<file path="config.mk">
export PLATFORM = sky130hd
export DESIGN_NAME = ysyx_24110006_uart_warb
export DESIGN_NICKNAME = d
export VERILOG_FILES = /design/src/rtl/ysyx_24110006_uart_warb.sv
export SDC_FILE = /design/constraint.sdc
export NUM_CORES = 1
export LEC_CHECK = 0
export BUFFER_PORTS_ARGS = -buffer_cell sky130_fd_sc_hd__buf_2
export CELL_PAD_IN_SITES_DETAIL_PLACEMENT = 1
export CELL_PAD_IN_SITES_GLOBAL_PLACEMENT = 2
export CORE_MARGIN = 2
export CORE_UTILIZATION = 12
export CTS_CLUSTER_SIZE = 10
export DETAILED_ROUTE_END_ITERATION = 8
export PLACE_DENSITY = 0.79
export SKIP_CTS_REPAIR_TIMING = 1
export SYNTH_ARGS = -nofsm -noshare
export SYNTH_HDL_FRONTEND = slang
export SYNTH_SLANG_ARGS = --single-unit
</file>
<file path="constraint.sdc">
create_clock -name i_clock -period 1.55 [get_ports i_clock]
set_input_delay 0.31 -clock i_clock [delete_from_list [all_inputs] [get_ports i_clock]]
set_output_delay 0.31 -clock i_clock [all_outputs]
set_load 0.03 [all_outputs]
</file>
<file path="src/rtl/ysyx_24110006_uart_warb.sv">
// Two-master AXI4-Lite write-channel arbiter in front of the UART; one transaction at a time.
// Define YSYX_24110006_WARB_RR_EN for round-robin ties; otherwise master 0 has fixed priority.
`timescale 1ns/1ps

module ysyx_24110006_uart_warb (
  input  logic        i_clock,
  input  logic        i_reset,
  input  logic [31:0] i_m0_axi_awaddr,
  input  logic        i_m0_axi_awvalid,
  output logic        o_m0_axi_awready,
  input  logic [31:0] i_m0_axi_wdata,
  input  logic [7:0]  i_m0_axi_wstrb,
  input  logic        i_m0_axi_wvalid,
  output logic        o_m0_axi_wready,
  output logic [1:0]  o_m0_axi_bresp,
  output logic        o_m0_axi_bvalid,
  input  logic        i_m0_axi_bready,
  input  logic [31:0] i_m1_axi_awaddr,
  input  logic        i_m1_axi_awvalid,
  output logic        o_m1_axi_awready,
  input  logic [31:0] i_m1_axi_wdata,
  input  logic [7:0]  i_m1_axi_wstrb,
  input  logic        i_m1_axi_wvalid,
  output logic        o_m1_axi_wready,
  output logic [1:0]  o_m1_axi_bresp,
  output logic        o_m1_axi_bvalid,
  input  logic        i_m1_axi_bready,
  output logic [31:0] o_axi_awaddr,
  output logic        o_axi_awvalid,
  input  logic        i_axi_awready,
  output logic [31:0] o_axi_wdata,
  output logic [7:0]  o_axi_wstrb,
  output logic        o_axi_wvalid,
  input  logic        i_axi_wready,
  input  logic [1:0]  i_axi_bresp,
  input  logic        i_axi_bvalid,
  output logic        o_axi_bready
);

  typedef enum logic [1:0] {
    ST_IDLE = 2'd0,
    ST_ADDR = 2'd1,
    ST_RESP = 2'd2
  } state_e;

  state_e      state_q, state_d;
  logic        gnt_q, gnt_d;
  logic        last_q, last_d;
  logic        aw_done_q, aw_done_d;
  logic        w_done_q, w_done_d;

  logic        req0, req1, pick;
  logic [31:0] sel_awaddr, sel_wdata;
  logic [7:0]  sel_wstrb;
  logic        sel_awvalid, sel_wvalid, sel_bready;
  logic        awready_c, wready_c, bvalid_c;
  logic [1:0]  bresp_c;
  logic        aw_hs, w_hs, b_hs;

  assign req0 = i_m0_axi_awvalid;
  assign req1 = i_m1_axi_awvalid;

`ifdef YSYX_24110006_WARB_RR_EN
  // Tie goes to whoever was not served last; a lone requester always wins.
  assign pick = (req0 & req1) ? ~last_q : req1;
`else
  assign pick = ~req0;
`endif

  assign sel_awaddr  = gnt_q ? i_m1_axi_awaddr  : i_m0_axi_awaddr;
  assign sel_awvalid = gnt_q ? i_m1_axi_awvalid : i_m0_axi_awvalid;
  assign sel_wdata   = gnt_q ? i_m1_axi_wdata   : i_m0_axi_wdata;
  assign sel_wstrb   = gnt_q ? i_m1_axi_wstrb   : i_m0_axi_wstrb;
  assign sel_wvalid  = gnt_q ? i_m1_axi_wvalid  : i_m0_axi_wvalid;
  assign sel_bready  = gnt_q ? i_m1_axi_bready  : i_m0_axi_bready;

  // State and bookkeeping registers
  always_ff @(posedge i_clock) begin
    if (i_reset) begin
      state_q   <= ST_IDLE;
      gnt_q     <= 1'b0;
      last_q    <= 1'b1;
      aw_done_q <= 1'b0;
      w_done_q  <= 1'b0;
    end else begin
      state_q   <= state_d;
      gnt_q     <= gnt_d;
      last_q    <= last_d;
      aw_done_q <= aw_done_d;
      w_done_q  <= w_done_d;
    end
  end

  // Next-state: grant is latched in IDLE and held until the B handshake
  always_comb begin
    state_d   = state_q;
    gnt_d     = gnt_q;
    last_d    = last_q;
    aw_done_d = aw_done_q;
    w_done_d  = w_done_q;
    case (state_q)
      ST_IDLE: begin
        if (req0 | req1) begin
          gnt_d     = pick;
          aw_done_d = 1'b0;
          w_done_d  = 1'b0;
          state_d   = ST_ADDR;
        end
      end
      ST_ADDR: begin
        if (aw_hs) aw_done_d = 1'b1;
        if (w_hs)  w_done_d  = 1'b1;
        if ((aw_done_q | aw_hs) & (w_done_q | w_hs)) state_d = ST_RESP;
      end
      ST_RESP: begin
        if (b_hs) begin
          last_d  = gnt_q;
          state_d = ST_IDLE;
        end
      end
      default: state_d = ST_IDLE;
    endcase
  end

  // Outputs: forward the granted master only; everything else reads zero
  always_comb begin
    o_axi_awaddr  = 32'd0;
    o_axi_awvalid = 1'b0;
    o_axi_wdata   = 32'd0;
    o_axi_wstrb   = 8'd0;
    o_axi_wvalid  = 1'b0;
    o_axi_bready  = 1'b0;
    awready_c     = 1'b0;
    wready_c      = 1'b0;
    bvalid_c      = 1'b0;
    bresp_c       = 2'b00;
    aw_hs         = 1'b0;
    w_hs          = 1'b0;
    b_hs          = 1'b0;
    case (state_q)
      ST_ADDR: begin
        o_axi_awaddr  = sel_awaddr;
        o_axi_wdata   = sel_wdata;
        o_axi_wstrb   = sel_wstrb;
        o_axi_awvalid = sel_awvalid & ~aw_done_q;
        o_axi_wvalid  = sel_wvalid & ~w_done_q;
        awready_c     = i_axi_awready & ~aw_done_q;
        wready_c      = i_axi_wready & ~w_done_q;
        aw_hs         = sel_awvalid & ~aw_done_q & i_axi_awready;
        w_hs          = sel_wvalid & ~w_done_q & i_axi_wready;
      end
      ST_RESP: begin
        o_axi_awaddr  = sel_awaddr;
        o_axi_wdata   = sel_wdata;
        o_axi_wstrb   = sel_wstrb;
        o_axi_bready  = sel_bready;
        bvalid_c      = i_axi_bvalid;
        bresp_c       = i_axi_bresp;
        b_hs          = i_axi_bvalid & sel_bready;
      end
      default: ;
    endcase
    o_m0_axi_awready = awready_c & ~gnt_q;
    o_m1_axi_awready = awready_c & gnt_q;
    o_m0_axi_wready  = wready_c & ~gnt_q;
    o_m1_axi_wready  = wready_c & gnt_q;
    o_m0_axi_bvalid  = bvalid_c & ~gnt_q;
    o_m1_axi_bvalid  = bvalid_c & gnt_q;
    o_m0_axi_bresp   = gnt_q ? 2'b00 : bresp_c;
    o_m1_axi_bresp   = gnt_q ? bresp_c : 2'b00;
  end

endmodule

</file>
# ---- After elaboration in Yosys (flattened, before gate mapping)
# Cells that the tools add are included.
dict set report totals {
  mem_bits_rw 0
  output_inout_bits 85
  rom_bits 0
  regBits 5
  latchBits 0
  wordCells 69
  n_memories 0
}
dict set report op_classes {
  reduce_logical 7
  n_mul 0
  shift 0
  div_mod_pow 0
  bitwise 21
  eq_ne 7
  addsub 0
  muxes 30
  order_cmp 0
}
# op count
set ops {}
lappend ops {{$mux W32} 4}
lappend ops {{$mux W8} 2}
lappend ops {{$mux W1} 15}
lappend ops {{$and A1 B1 Y1} 14}
lappend ops {{$mux W2} 6}
lappend ops {{$ne A2 B2 Y1 const B} 5}
lappend ops {{$reduce_and A3 Y1} 3}
lappend ops {{$pmux W2 S3} 1}
lappend ops {{$not A1 Y1} 4}
lappend ops {{$pmux W1 S2} 2}
lappend ops {{$or A1 B1 Y1} 3}
lappend ops {{$eq A2 B1 Y1 const B} 1}
lappend ops {{$eq A2 B2 Y1 const B} 1}
lappend ops {{$logic_not A2 Y1} 1}
lappend ops {{$reduce_and A2 Y1} 1}
lappend ops {{$reduce_bool A2 Y1} 1}
lappend ops {{$reduce_or A2 Y1} 1}

# ---- Depth between registers and ports, before layout
# Gate-level depths: netlist of run 1.
dict set report logic_depth {
  depth_word 8
  ltp_mapped 6
  mapped_depth_nobuf 6
}

# ---- Least setup slack after synthesis of run 1
# Ideal clock, no wire load.
dict set report synth_timing {
  kind {reg2out}
  start {register state_q[1]}
  end {output port o_m0_axi_awready}
  arrival_time_ns 1.685
  stages_incl_launch_ff 5
  setup_slack_ns -0.445
  path_cell_list {dfxtp_1 inv_1 ha_1 inv_1 nor4_1}
}
dict set report synth_between {
  elab_chain_cells 3
}
# item line_no
set synth_rtl {}
lappend synth_rtl {{start, declared} 46} ;# state_e state_q, state_d;
lappend synth_rtl {{start signal, assigned} 86} ;# state_q <= state_d;
lappend synth_rtl {{$eq A2 B1 Y1} 140} ;# case (state_q)
lappend synth_rtl {{$mux W1} 140}
lappend synth_rtl {{$and A1 B1 Y1} 163} ;# o_m0_axi_awready = awready_c & ~gnt_q;
lappend synth_rtl {{end, declared} 10} ;# output logic o_m0_axi_awready,
# Every way passes these cells.

# ---- Worst setup path after layout of run 1
dict set report layout_timing {
  start {register state_q[0]}
  end {output port o_axi_awaddr[27]}
}
dict set report layout_between {
  elab_chain_cells 3
  elab_cells_between_ends 4
  classes_between {eq/ne (2); mux (1); reduce/logical (1)}
}
# item line_no
set layout_rtl {}
lappend layout_rtl {{$eq A2 B2 Y1 / $eq A2 B1 Y1 (equally long branches)} --}
lappend layout_rtl {{$reduce_or A2 Y1 (no source line) (*)} --}
lappend layout_rtl {{$mux W32 (*)} 140}
lappend layout_rtl {{end, declared} 28} ;# output logic [31:0] o_axi_awaddr,
# Every way passes the cells marked *; elsewhere a longest branch is shown, timed or not.

==> impl_results.md, run 1 <==
- WL per Instance: ~16 um
- Hold Vio Cnt, Final: 0
- Reg2Reg Setup Slack: -0.08 ns
- F_max: 0.539 GHz
- Layout Cells excl Fill: 659
- H-tree depth: 1
- Max-cap violation count: 0
- Mapped Avg Cell Area: roughly 7.9 sq um
- Syn Std Cell Area: 0.00168 sq mm
- DRT antenna net count: 0
- Drt drc: 0
- Die Y: 122 um
- Worst Tran Pin Value: 0.362 ns
- Ant diodes: 0
- Yosys top cell area share: between 40% and 50%
- Final Cycle Share: 120%
- Startpoint types: flop
- GR Util met2: 21.2%
- Post-route setup slack: -0.306 ns
- Placer Congestion: 0.762
- CP startpoint: state_q[0]$_SDFFE_PP0P_
- Switching share of power: between 40% and 50%
- Total Power: 9.94 mW
- Worst reg-to-reg path cell count: 7
- Core Box Area: 0.0138 sq mm
- Count of flip-flops with a built-in enable after synthesis: 0
- Clock Latency Late Sink: roughly 0.23 ns
- Busiest layer in global routing: met2
- Syn Inst Count: 213
- Part of the power in the clock network: 4.3%
- P_leak: 2.22 nW
- Seq pwr share: 2.4%
- Total iterations of the first detailed-routing run: 4
- Cts bufs inserted: 3
- # nets final: 641
- Vias per std cell: between 4 and 5
- Gate power share: 93.3%
- P&R area growth vs syn: 186%
- Port bufs: 241
- Crit path capture: o_axi_awaddr[27]
- Post-detail-place hpwl: 7.72 mm
- Failing checks: setup timing
- R2r startpoint: state_q[0]$_SDFFE_PP0P_
- Status: complete, but fails checks
- Cell Int Power: 5.48 mW
- Overall routing resource usage: a little over a tenth
- Worst Skew: 0.00186 ns
- Max_slew headroom: 75.1%
- CTS tree: built
- Synth area leaders: mux2i_1 45%, nor2b_1 29%, dfxtp_1 6.0%
- FF-to-FF End: state_q[0]$_SDFFE_PP0P_
- Vias in the first global route: 2701
- RSZ-0062 raised after global routing: yes
- Layout cell share with drive strength beyond 1: 81.8%
- Flops & latches, synth: 5
- Clock root cell: clkbuf_16
- Setup CP Type: reg2out
- Finished Cell Area: about 0.0048 sq mm
- Area after DPL: 0.00385 sq mm
- Data arrival time of the critical path: 1.55 ns
- CP Capture Type: primary output
- Number of library cell types mapped by synthesis: 21
- Overflow after GRT: 0
- Post-synth top cells: 77 x nor2b_1, 76 x mux2i_1, 8 x clkbuf_1
- Max-slew violation count: 0
- Setup Viol. Count Final: 87
- X dimension of the die: 122 um
- Yosys Warn Count: 0
- Post-synth top area cell: mux2i_1
- CTS clk-pin slew, worst paths: 0.03 ns
- DRT iter0 DRCs: 28
- Most used DFF post-synth: dfxtp_1
- Count leader, synth: nor2b_1
- Initial antenna violation count: 0
- Maximum VDD drop: 704 uV
- Rows: 43
- Via count: 2637
- Sw power: between 4 and 5 mW
- Hold Path Class: in2reg
- CTS Sinks: 5
- M3 GR Usage: 1.87%
- First-pass GRT wire length: 12.8 mm
- CP max FO: 19
- Total wire length: between 10 and 15 mm
- I/O pins: 242
- Crit path time final: approximately 1.9 ns
- Die ar.: 0.0149 sq mm
- Pwr/cell area: 2070 mW/mm^2
- Ys async rst share: 0%
- Initial Utilization: around an eighth
- Inst Count DP: 644
- GRT met1 Usage: a little under an eighth
- CP required: around 1.2 ns
- Post-Syn Nets: 374
- Largest net degree at the start of global routing: 39
- Register area share after synthesis: 5.97%
- CTS max path bufs: 2
[metrics by stage]
| stage | hold WS, ns | utilization, % | setup WS, ns | setup TNS (ns) |
|---|---|---|---|---|
| after floorplan | 0.388 | - | -0.162 | -0.162 |
| after global routing | 0.348 | 34.8 | -0.355 | -26.31 |
| after CTS | 0.309 | 28.5 | -0.413 | -30.89 |
| final | 0.345 | 34.8 | -0.306 | -20.95 |
| after global placement | 0.521 | 28.0 | -0.161 | -6.70 |
| after detailed placement | 0.551 | 28.0 | -0.160 | -9.53 |
[final cells by class]
class                   instances  area [sq um]
inverters                       5          21.3
clock buffers                   4          78.8
multi-input cells             186          2210
flip-flops and latches          5           106
fillers                      1638          8980
repair buffers                279          2160
well taps                     180           225
[critical path, stage by stage, from the launching register on]
cell	delay (ns)
dfxtp_2	0.33
inv_2	0.06
ha_4	0.39
clkbuf_16	0.22
nor2b_2	0.17
buf_6	0.14
[worst min-delay path by stage]
| stage | from | end | slack (ns) | cells past startpoint |
|---|---|---|---|---|
| after floorplan | i_reset | aw_done_q$_SDFFE_PP0P_ | 0.39 | 1 |
| after global placement | aw_done_q$_SDFFE_PP0P_ | aw_done_q$_SDFFE_PP0P_ | 0.52 | 2 |
| after detailed placement | i_m0_axi_awvalid | gnt_q$_SDFFE_PP0P_ | 0.55 | 2 |
| after CTS | i_m0_axi_awvalid | gnt_q$_SDFFE_PP0P_ | 0.31 | 2 |
| after global routing | i_reset | aw_done_q$_SDFFE_PP0P_ | 0.35 | 2 |
| final | i_reset | aw_done_q$_SDFFE_PP0P_ | 0.34 | 2 |
[kinds of logic (layout without fill, tap and decap cells)]
family / count (synthesis) / count (layout) / share of synthesized area [%]
flip-flops: 5 / 5 / 5.97
AO/OA/AOI/OAI: 11 / 11 / 4.33
adder cells (fa/ha/maj): 4 / 4 / 2.99
multiplexers: 76 / 76 / 45.4
buffers and inverters: 22 / 288 / 5.68
AND/OR/NAND/NOR: 95 / 95 / 35.6
[registers in the layout, summed over array words and instances (netlist names)]
signal / count
state_q: 2
aw_done_q: 1
gnt_q: 1
w_done_q: 1
[power by group through the flow]
stage / sequential [mW] / combinational (mW) / clock, mW
finish: 0.238 / 9.28 / 0.428
global placement: 0.260 / 6.95 / 0
floorplan: 0.211 / 5.32 / 0
detailed placement: 0.264 / 7.05 / 0
CTS: 0.263 / 7.08 / 0.438
global route: 0.241 / 9.75 / 0.449
[cells in the final DEF, fill, tap and decap left out, drive strengths merged]
cell type / synthesis / routed
clkbuf: 8 / 9
a21oi: 2 / 2
nor3b: 2 / 2
and3: 5 / 5
nor2: 1 / 1
inv: 5 / 5
buf: 9 / 274
o21ai: 2 / 2
mux2i: 76 / 76
and2: 3 / 3
nand2b: 3 / 3
nor4: 2 / 2
ha: 4 / 4
nor2b: 77 / 77
a211oi: 4 / 4
dfxtp: 5 / 5
o21a: 3 / 3
nor3: 2 / 2
[metal layers]
metal  routed length [um]  vias up
met5                    0        -
met4                   70        0
met3                  800        6
met2                 5730      132
met1                 3760     1238
li1                     -     1261
Note: power is estimated with default switching activity, not from simulation.
==> run 2, diff against run 1 <==
==> constraint.sdc (replaced) <==
create_clock -name i_clock -period 1.55 [get_ports i_clock]
set_input_delay 0 -clock i_clock [delete_from_list [all_inputs] [get_ports i_clock]]
set_output_delay 0 -clock i_clock [all_outputs]
set_load 0.03 [all_outputs]
==> impl_results.md, run 2 (synthesized netlist as in run 1, its figures left out) <==
- Setup CP Type: reg2reg (was reg2out)
- Clock root cell: clkbuf_16 (unchanged)
- Layout cell share with drive strength beyond 1: 76.7% (was 81.8%)
- Pwr/cell area: 2100 mW/mm^2 (was 2070 mW/mm^2)
- CP max stage delay: 0.33 ns (was 0.39 ns)
- Max_slew headroom: 81.8% (was 75.1%)
- Overflow after GRT: 0 (unchanged)
- CTS Sinks: 5 (unchanged)
- Switching share of power: 49.9% (was 44.9%)
- Post-detail-place hpwl: 6.72 mm (was 7.72 mm)
- Max reg flops: 2 (unchanged)
- Post-route setup slack: -0.0103 ns (was -0.306 ns)
- First-pass GRT wire length: 11.4 mm (was 12.8 mm)
- Hold Vio Cnt, Final: 0 (unchanged)
- WP buf/inv: 1 (was 3)
- Die Y: 122 um (unchanged)
- DRT iter0 DRCs: 30 (was 28)
- Critical path's slowest cell: dfxtp_2 (was ha_4)
- Hold Path Class: in2reg (unchanged)
- RSZ-0062 raised after global routing: yes (unchanged)
- Cts bufs inserted: 3 (unchanged)
- Most flops, register: state_q (unchanged)
- CP delay by family, top: simple AND/OR/NAND/NOR gates (was buffers and inverters)
- Vias per std cell: 4.03 (was 4.00)
- DRT antenna net count: 0 (unchanged)
- Part of the power in the clock network: 5.3% (was 4.3%)
- GR Util met2: 18.4% (was 21.2%)
- Seq pwr share: 3.2% (was 2.4%)
- Sw power: 4.18 mW (was 4.46 mW)
- Overall routing resource usage: 9.16% (was 10.5%)
- Initial antenna violation count: 1 (was 0)
- Placer Congestion: 0.729 (was 0.762)
- Via count: 2594 (was 2637)
- X dimension of the die: 122 um (unchanged)
- CP max FO: 3 (was 19)
- # nets final: 625 (was 641)
- Min-Delay Path Depth: 2 (unchanged)
- Final Cycle Share: 101% (was 120%)
- Setup TNS: -0.0103 ns (was -20.95 ns)
- Cell Int Power: 4.19 mW (was 5.48 mW)
- Die ar.: 0.0149 sq mm (unchanged)
- Ant diodes: 0 (unchanged)
- M3 GR Usage: 1.73% (was 1.87%)
- Critical path cell sequence: inv_2 > ha_2 > nor2b_1 > a211oi_2 > nor3b_4 > mux2i_1 (was inv_2 > ha_4 > clkbuf_16 > nor2b_2 > buf_6)
- Worst reg-to-reg path cell count: 6 (was 7)
- CTS max path bufs: 2 (unchanged)
- Core Box Area: 0.0138 sq mm (unchanged)
- Data arrival time of the critical path: 1.71 ns (was 1.55 ns)
- CP Capture Type: flop (was primary output)
- Worst path depth: 6 (was 5)
- Maximum VDD drop: 675 uV (was 704 uV)
- P_leak: 1.90 nW (was 2.22 nW)
- Gate power share: 91.4% (was 93.3%)
- I/O pins: 242 (unchanged)
- Total iterations of the first detailed-routing run: 4 (unchanged)
- Failing checks: setup timing (unchanged)
- CP required: 1.70 ns (was 1.24 ns)
- Rows: 43 (unchanged)
- H-tree depth: 1 (unchanged)
- Crit path time final: 1.56 ns (was 1.86 ns)
- CTS tree: built (unchanged)
- Total wire length: 9.98 mm (was 10.4 mm)
- Setup Viol. Count Final: 1 (was 87)
- Startpoint types: flop (unchanged)
- WL per Instance: 15.5 um (was 15.7 um)
- GRT met1 Usage: 9.65% (was 11.4%)
- Clock Latency Late Sink: 0.23 ns (about the same)
- Worst Tran Pin Value: 0.265 ns (was 0.362 ns)
- F_max: 0.641 GHz (was 0.539 GHz)
- Port bufs: 241 (unchanged)
- Largest net degree at the start of global routing: 44 (was 39)
- Status: complete, but fails checks (unchanged)
- Commonest non-fill, non-tap cell in the layout: buf_2 (unchanged)
- Max-cap violation count: 0 (unchanged)
- Worst Skew: 0.000709 ns (was 0.00186 ns)
- Busiest layer in global routing: met2 (unchanged)
- Filler cells: 1678 (was 1638)
- P&R area growth vs syn: 137% (was 186%)
- Max-slew violation count: 0 (unchanged)
- Most frequent cells in the layout: 166 x buf_2, 72 x mux2i_1, 67 x buf_4, 66 x nor2b_2, 15 x buf_6 (was 163 x buf_2, 75 x buf_6, 71 x nor2b_4, 59 x mux2i_1, 28 x buf_4)
- Vias in the first global route: 2443 (was 2701)
- CTS clk-pin slew, worst paths: 0.04 ns (was 0.03 ns)
- Layout Utilization: 28.9% (was 34.8%)
- Drt drc: 0 (unchanged)
- Initial Utilization: 12.2% (unchanged)
## run 2: worst reg2reg max path: cells and delay by family (launching register included)
family                     cells  cell delay (ns)
and+or+nand+nor                2             0.40
adders and majority gates      1             0.20
AOI/OAI and AO/OA              1             0.25
DFF                            1             0.33
buffers and inverters          1             0.06
muxes                          1             0.24
## run 2: power by group through the flow
stage          clock [mW]  combinational, mW  sequential (mW)
3_3_place_gp            0               5.64            0.240
5_1_grt             0.460               8.08            0.280
6_report            0.444               7.65            0.271
3_5_place_dp            0               5.74            0.247
4_1_cts             0.444               5.75            0.244
2_1_floorplan           0               4.15            0.206
## run 2: per-stage QoR
stage | setup WS [ns] | cells | hold slack (ns) | area [sq um] | power (mW)
finish | -0.0103 | 643 | 0.00404 | 3980 | 8.37
global route | -0.0874 | 643 | 0.00976 | 3980 | 8.82
CTS | -0.142 | 629 | -0.0112 | 3410 | 6.44
detailed placement | -0.105 | 625 | 0.228 | 3330 | 5.98
global placement | 0.0541 | 625 | 0.226 | 3330 | 5.88
floorplan | 0.0527 | 213 | 0.0785 | 1860 | 4.35
## run 2: worst paths after layout
check                          start                      end  slack (ns)
max          state_q[0]$_SDFFE_PP0P_  state_q[0]$_SDFFE_PP0P_       -0.01
min                 i_m0_axi_awvalid       gnt_q$_SDFFE_PP0P_       0.004
max reg2reg  state_q[0]$_SDFFE_PP0P_  state_q[0]$_SDFFE_PP0P_       -0.01
min reg2reg  state_q[1]$_SDFFE_PP0P_  state_q[1]$_SDFFE_PP0P_        0.52
## run 2: layout make-up
| cell class | instances | area, sq um | area share (%) |
|---|---|---|---|
| timing repair buffer | 263 | 1780 | 44.8 |
| multi-input combinational | 186 | 1760 | 44.3 |
| tap | 180 | 225 | 5.66 |
| sequential | 5 | 109 | 2.74 |
| clock buffer | 4 | 78.8 | 1.98 |
| inverter | 5 | 21.3 | 0.535 |
## run 2: per-layer routing
layer / vias up / part of all wire, %
li1: 1225 / -
met1: 1223 / 34
met2: 137 / 56
met3: 9 / 8.3
met4: 0 / 1.3
met5: - / 0
==> run 3, diff against run 2 <==
Settings changed: CTS_BUF_LIST set to sky130_fd_sc_hd__clkbuf_8.
==> impl_results.md, run 3 (synthesized netlist as in run 1, its figures left out) <==
- Crit path time final: 1.53 ns (was 1.56 ns)
- Vias in the first global route: 2435 (was 2443)
- Commonest non-fill, non-tap cell in the layout: buf_2 (unchanged)
- Worst-case hold path end point: gnt_q$_SDFFE_PP0P_ (unchanged)
- WL per Instance: 15.4 um (was 15.5 um)
- Hold Path Class: in2reg (unchanged)
- Metal3 WL: 810 um (was 830 um)
- Reg2Reg Setup Slack: 0.02 ns (was -0.01 ns)
- Initial Utilization: 12.2% (unchanged)
- CP Capture Type: flop (unchanged)
- Post-Route M1 WL: 3.37 mm (was 3.40 mm)
- Core Box Area: 0.0138 sq mm (unchanged)
- Overall routing resource usage: 9.16% (unchanged)
- RSZ-0062 raised after global routing: yes (unchanged)
- CTS max path bufs: 2 (unchanged)
- Setup Viol. Count Final: 0 (was 1)
- Drt drc: 0 (unchanged)
- CTS tree: built (unchanged)
- Status: completed (was complete, but fails checks)
- Max Used Layer: met4 (unchanged)
- First-pass GRT wire length: 11.3 mm (was 11.4 mm)
- Post-detail-place hpwl: 6.72 mm (unchanged)
- H-tree depth: 1 (unchanged)
- Pwr/cell area: 2070 mW/mm^2 (was 2100 mW/mm^2)
- Die ar.: 0.0149 sq mm (unchanged)
- Most frequent cells in the layout: 166 x buf_2, 71 x mux2i_1, 67 x buf_4, 64 x nor2b_2, 15 x buf_6 (was 166 x buf_2, 72 x mux2i_1, 67 x buf_4, 66 x nor2b_2, 15 x buf_6)
- Via count: 2587 (was 2594)
- Worst reg-to-reg path cell count: 6 (unchanged)
- Max-cap violation count: 0 (unchanged)
- Ant diodes: 0 (unchanged)
- Total Power: 8.20 mW (was 8.37 mW)
- CP required: 1.69 ns (was 1.70 ns)
- Clock root cell: clkbuf_8 (was clkbuf_16)
- Maximum VDD drop: 677 uV (was 675 uV)
- Layout cell share with drive strength beyond 1: 76.9% (was 76.7%)
- Die Y: 122 um (unchanged)
- Max reg flops: 2 (unchanged)
- Min-Delay Path Depth: 2 (unchanged)
- FF-to-FF End: state_q[0]$_SDFFE_PP0P_ (unchanged)
- Total iterations of the first detailed-routing run: 4 (unchanged)
- CTS clk-pin slew, worst paths: 0.04 ns (about the same)
- Worst Skew: 0.00156 ns (was 0.000709 ns)
- CTS Sinks: 5 (unchanged)
- Min-delay src: i_m0_axi_awvalid (unchanged)
- DRT antenna net count: 0 (unchanged)
- Largest net degree at the start of global routing: 44 (unchanged)
- WL met2: 5.68 mm (was 5.62 mm)
- # nets final: 625 (unchanged)
- Setup CP Type: reg2reg (unchanged)
- DRT iter0 DRCs: 36 (was 30)
- Max-slew violation count: 0 (unchanged)
- P&R area growth vs syn: 136% (was 137%)
- Startpoint types: flop (unchanged)
- Initial antenna violation count: 0 (was 1)
- Cts bufs inserted: 3 (unchanged)
- X dimension of the die: 122 um (unchanged)
- CP max FO: 3 (unchanged)
- Worst Tran Pin Value: 0.271 ns (was 0.265 ns)
- Worst hold slack: 0.000394 ns (was 0.00404 ns)
- Hold Vio Cnt, Final: 0 (unchanged)
- R2r startpoint: state_q[0]$_SDFFE_PP0P_ (unchanged)
- Vias per std cell: 4.02 (was 4.03)
- I/O pins: 242 (unchanged)
- Port bufs: 241 (unchanged)
- Rows: 43 (unchanged)
- Data arrival time of the critical path: 1.68 ns (was 1.71 ns)
- Most flops, register: state_q (unchanged)
- Placer Congestion: 0.729 (unchanged)
- Total wire length: 9.93 mm (was 9.98 mm)
- Final Cycle Share: 98.9% (was 101%)
- Filler cells: 1681 (was 1678)
- Clock Latency Late Sink: 0.23 ns (about the same)
- F_max: 0.652 GHz (was 0.641 GHz)
- Max_slew headroom: 81.4% (was 81.8%)
- Overflow after GRT: 0 (unchanged)
- P_leak: 1.90 nW (about the same)
-- run 3: per-stage QoR --
stage	cell area [sq um]	std cells	TNS (ns)	setup slack [ns]	util [%]
2_1_floorplan	1860	213	0	0.0527	-
3_3_place_gp	3330	625	0	0.0541	24.2
3_5_place_dp	3330	625	-0.105	-0.105	24.2
4_1_cts	3380	629	-6.12	-0.143	24.5
5_1_grt	3960	643	-0.514	-0.0713	28.7
6_report	3960	643	0	0.0170	28.7
-- run 3: worst max-delay path by stage --
stage                             from                 endpoint  slack [ns]
2_1_floorplan  state_q[0]$_SDFFE_PP0P_  state_q[0]$_SDFFE_PP0P_        0.05
5_1_grt        state_q[0]$_SDFFE_PP0P_  state_q[0]$_SDFFE_PP0P_       -0.07
6_report       state_q[0]$_SDFFE_PP0P_  state_q[0]$_SDFFE_PP0P_        0.02
4_1_cts        state_q[0]$_SDFFE_PP0P_  state_q[0]$_SDFFE_PP0P_       -0.14
3_3_place_gp   state_q[0]$_SDFFE_PP0P_  state_q[0]$_SDFFE_PP0P_        0.05
3_5_place_dp   state_q[0]$_SDFFE_PP0P_  state_q[0]$_SDFFE_PP0P_       -0.11
-- run 3: cell type report --
cell class | instances | area, sq um | area share [%]
timing repair buffer | 263 | 1780 | 45.0
multi-input combinational | 186 | 1780 | 44.8
tap | 180 | 225 | 5.69
sequential | 5 | 109 | 2.75
clock buffer | 3 | 41.3 | 1.04
inverter | 5 | 21.3 | 0.537
clock inverter | 1 | 3.75 | 0.0948
-- run 3: critical path, cell delays in order, from the launching register on --
cell,delay [ns]
dfxtp_2,0.33
inv_2,0.06
ha_2,0.20
nor2b_1,0.14
a211oi_2,0.22
nor3b_4,0.25
mux2i_1,0.24
-- run 3: metal layers --
metal  vias to the layer above  track usage [%]
li1                       1229                -
met4                         0             2.16
met2                       135             18.5
met3                         7             1.73
met5                         -                0
met1                      1216             9.62
-- run 3: report_power, final --
| part | internal (mW) | total, mW | leakage [nW] | switching, mW |
|---|---|---|---|---|
| combinational | 3.69 | 7.67 | 1.83 | 3.99 |
| clock | 0.171 | 0.255 | 0.0269 | 0.0836 |
| sequential | 0.186 | 0.269 | 0.0428 | 0.0830 |
| total | 4.04 | 8.20 | 1.90 | 4.15 |
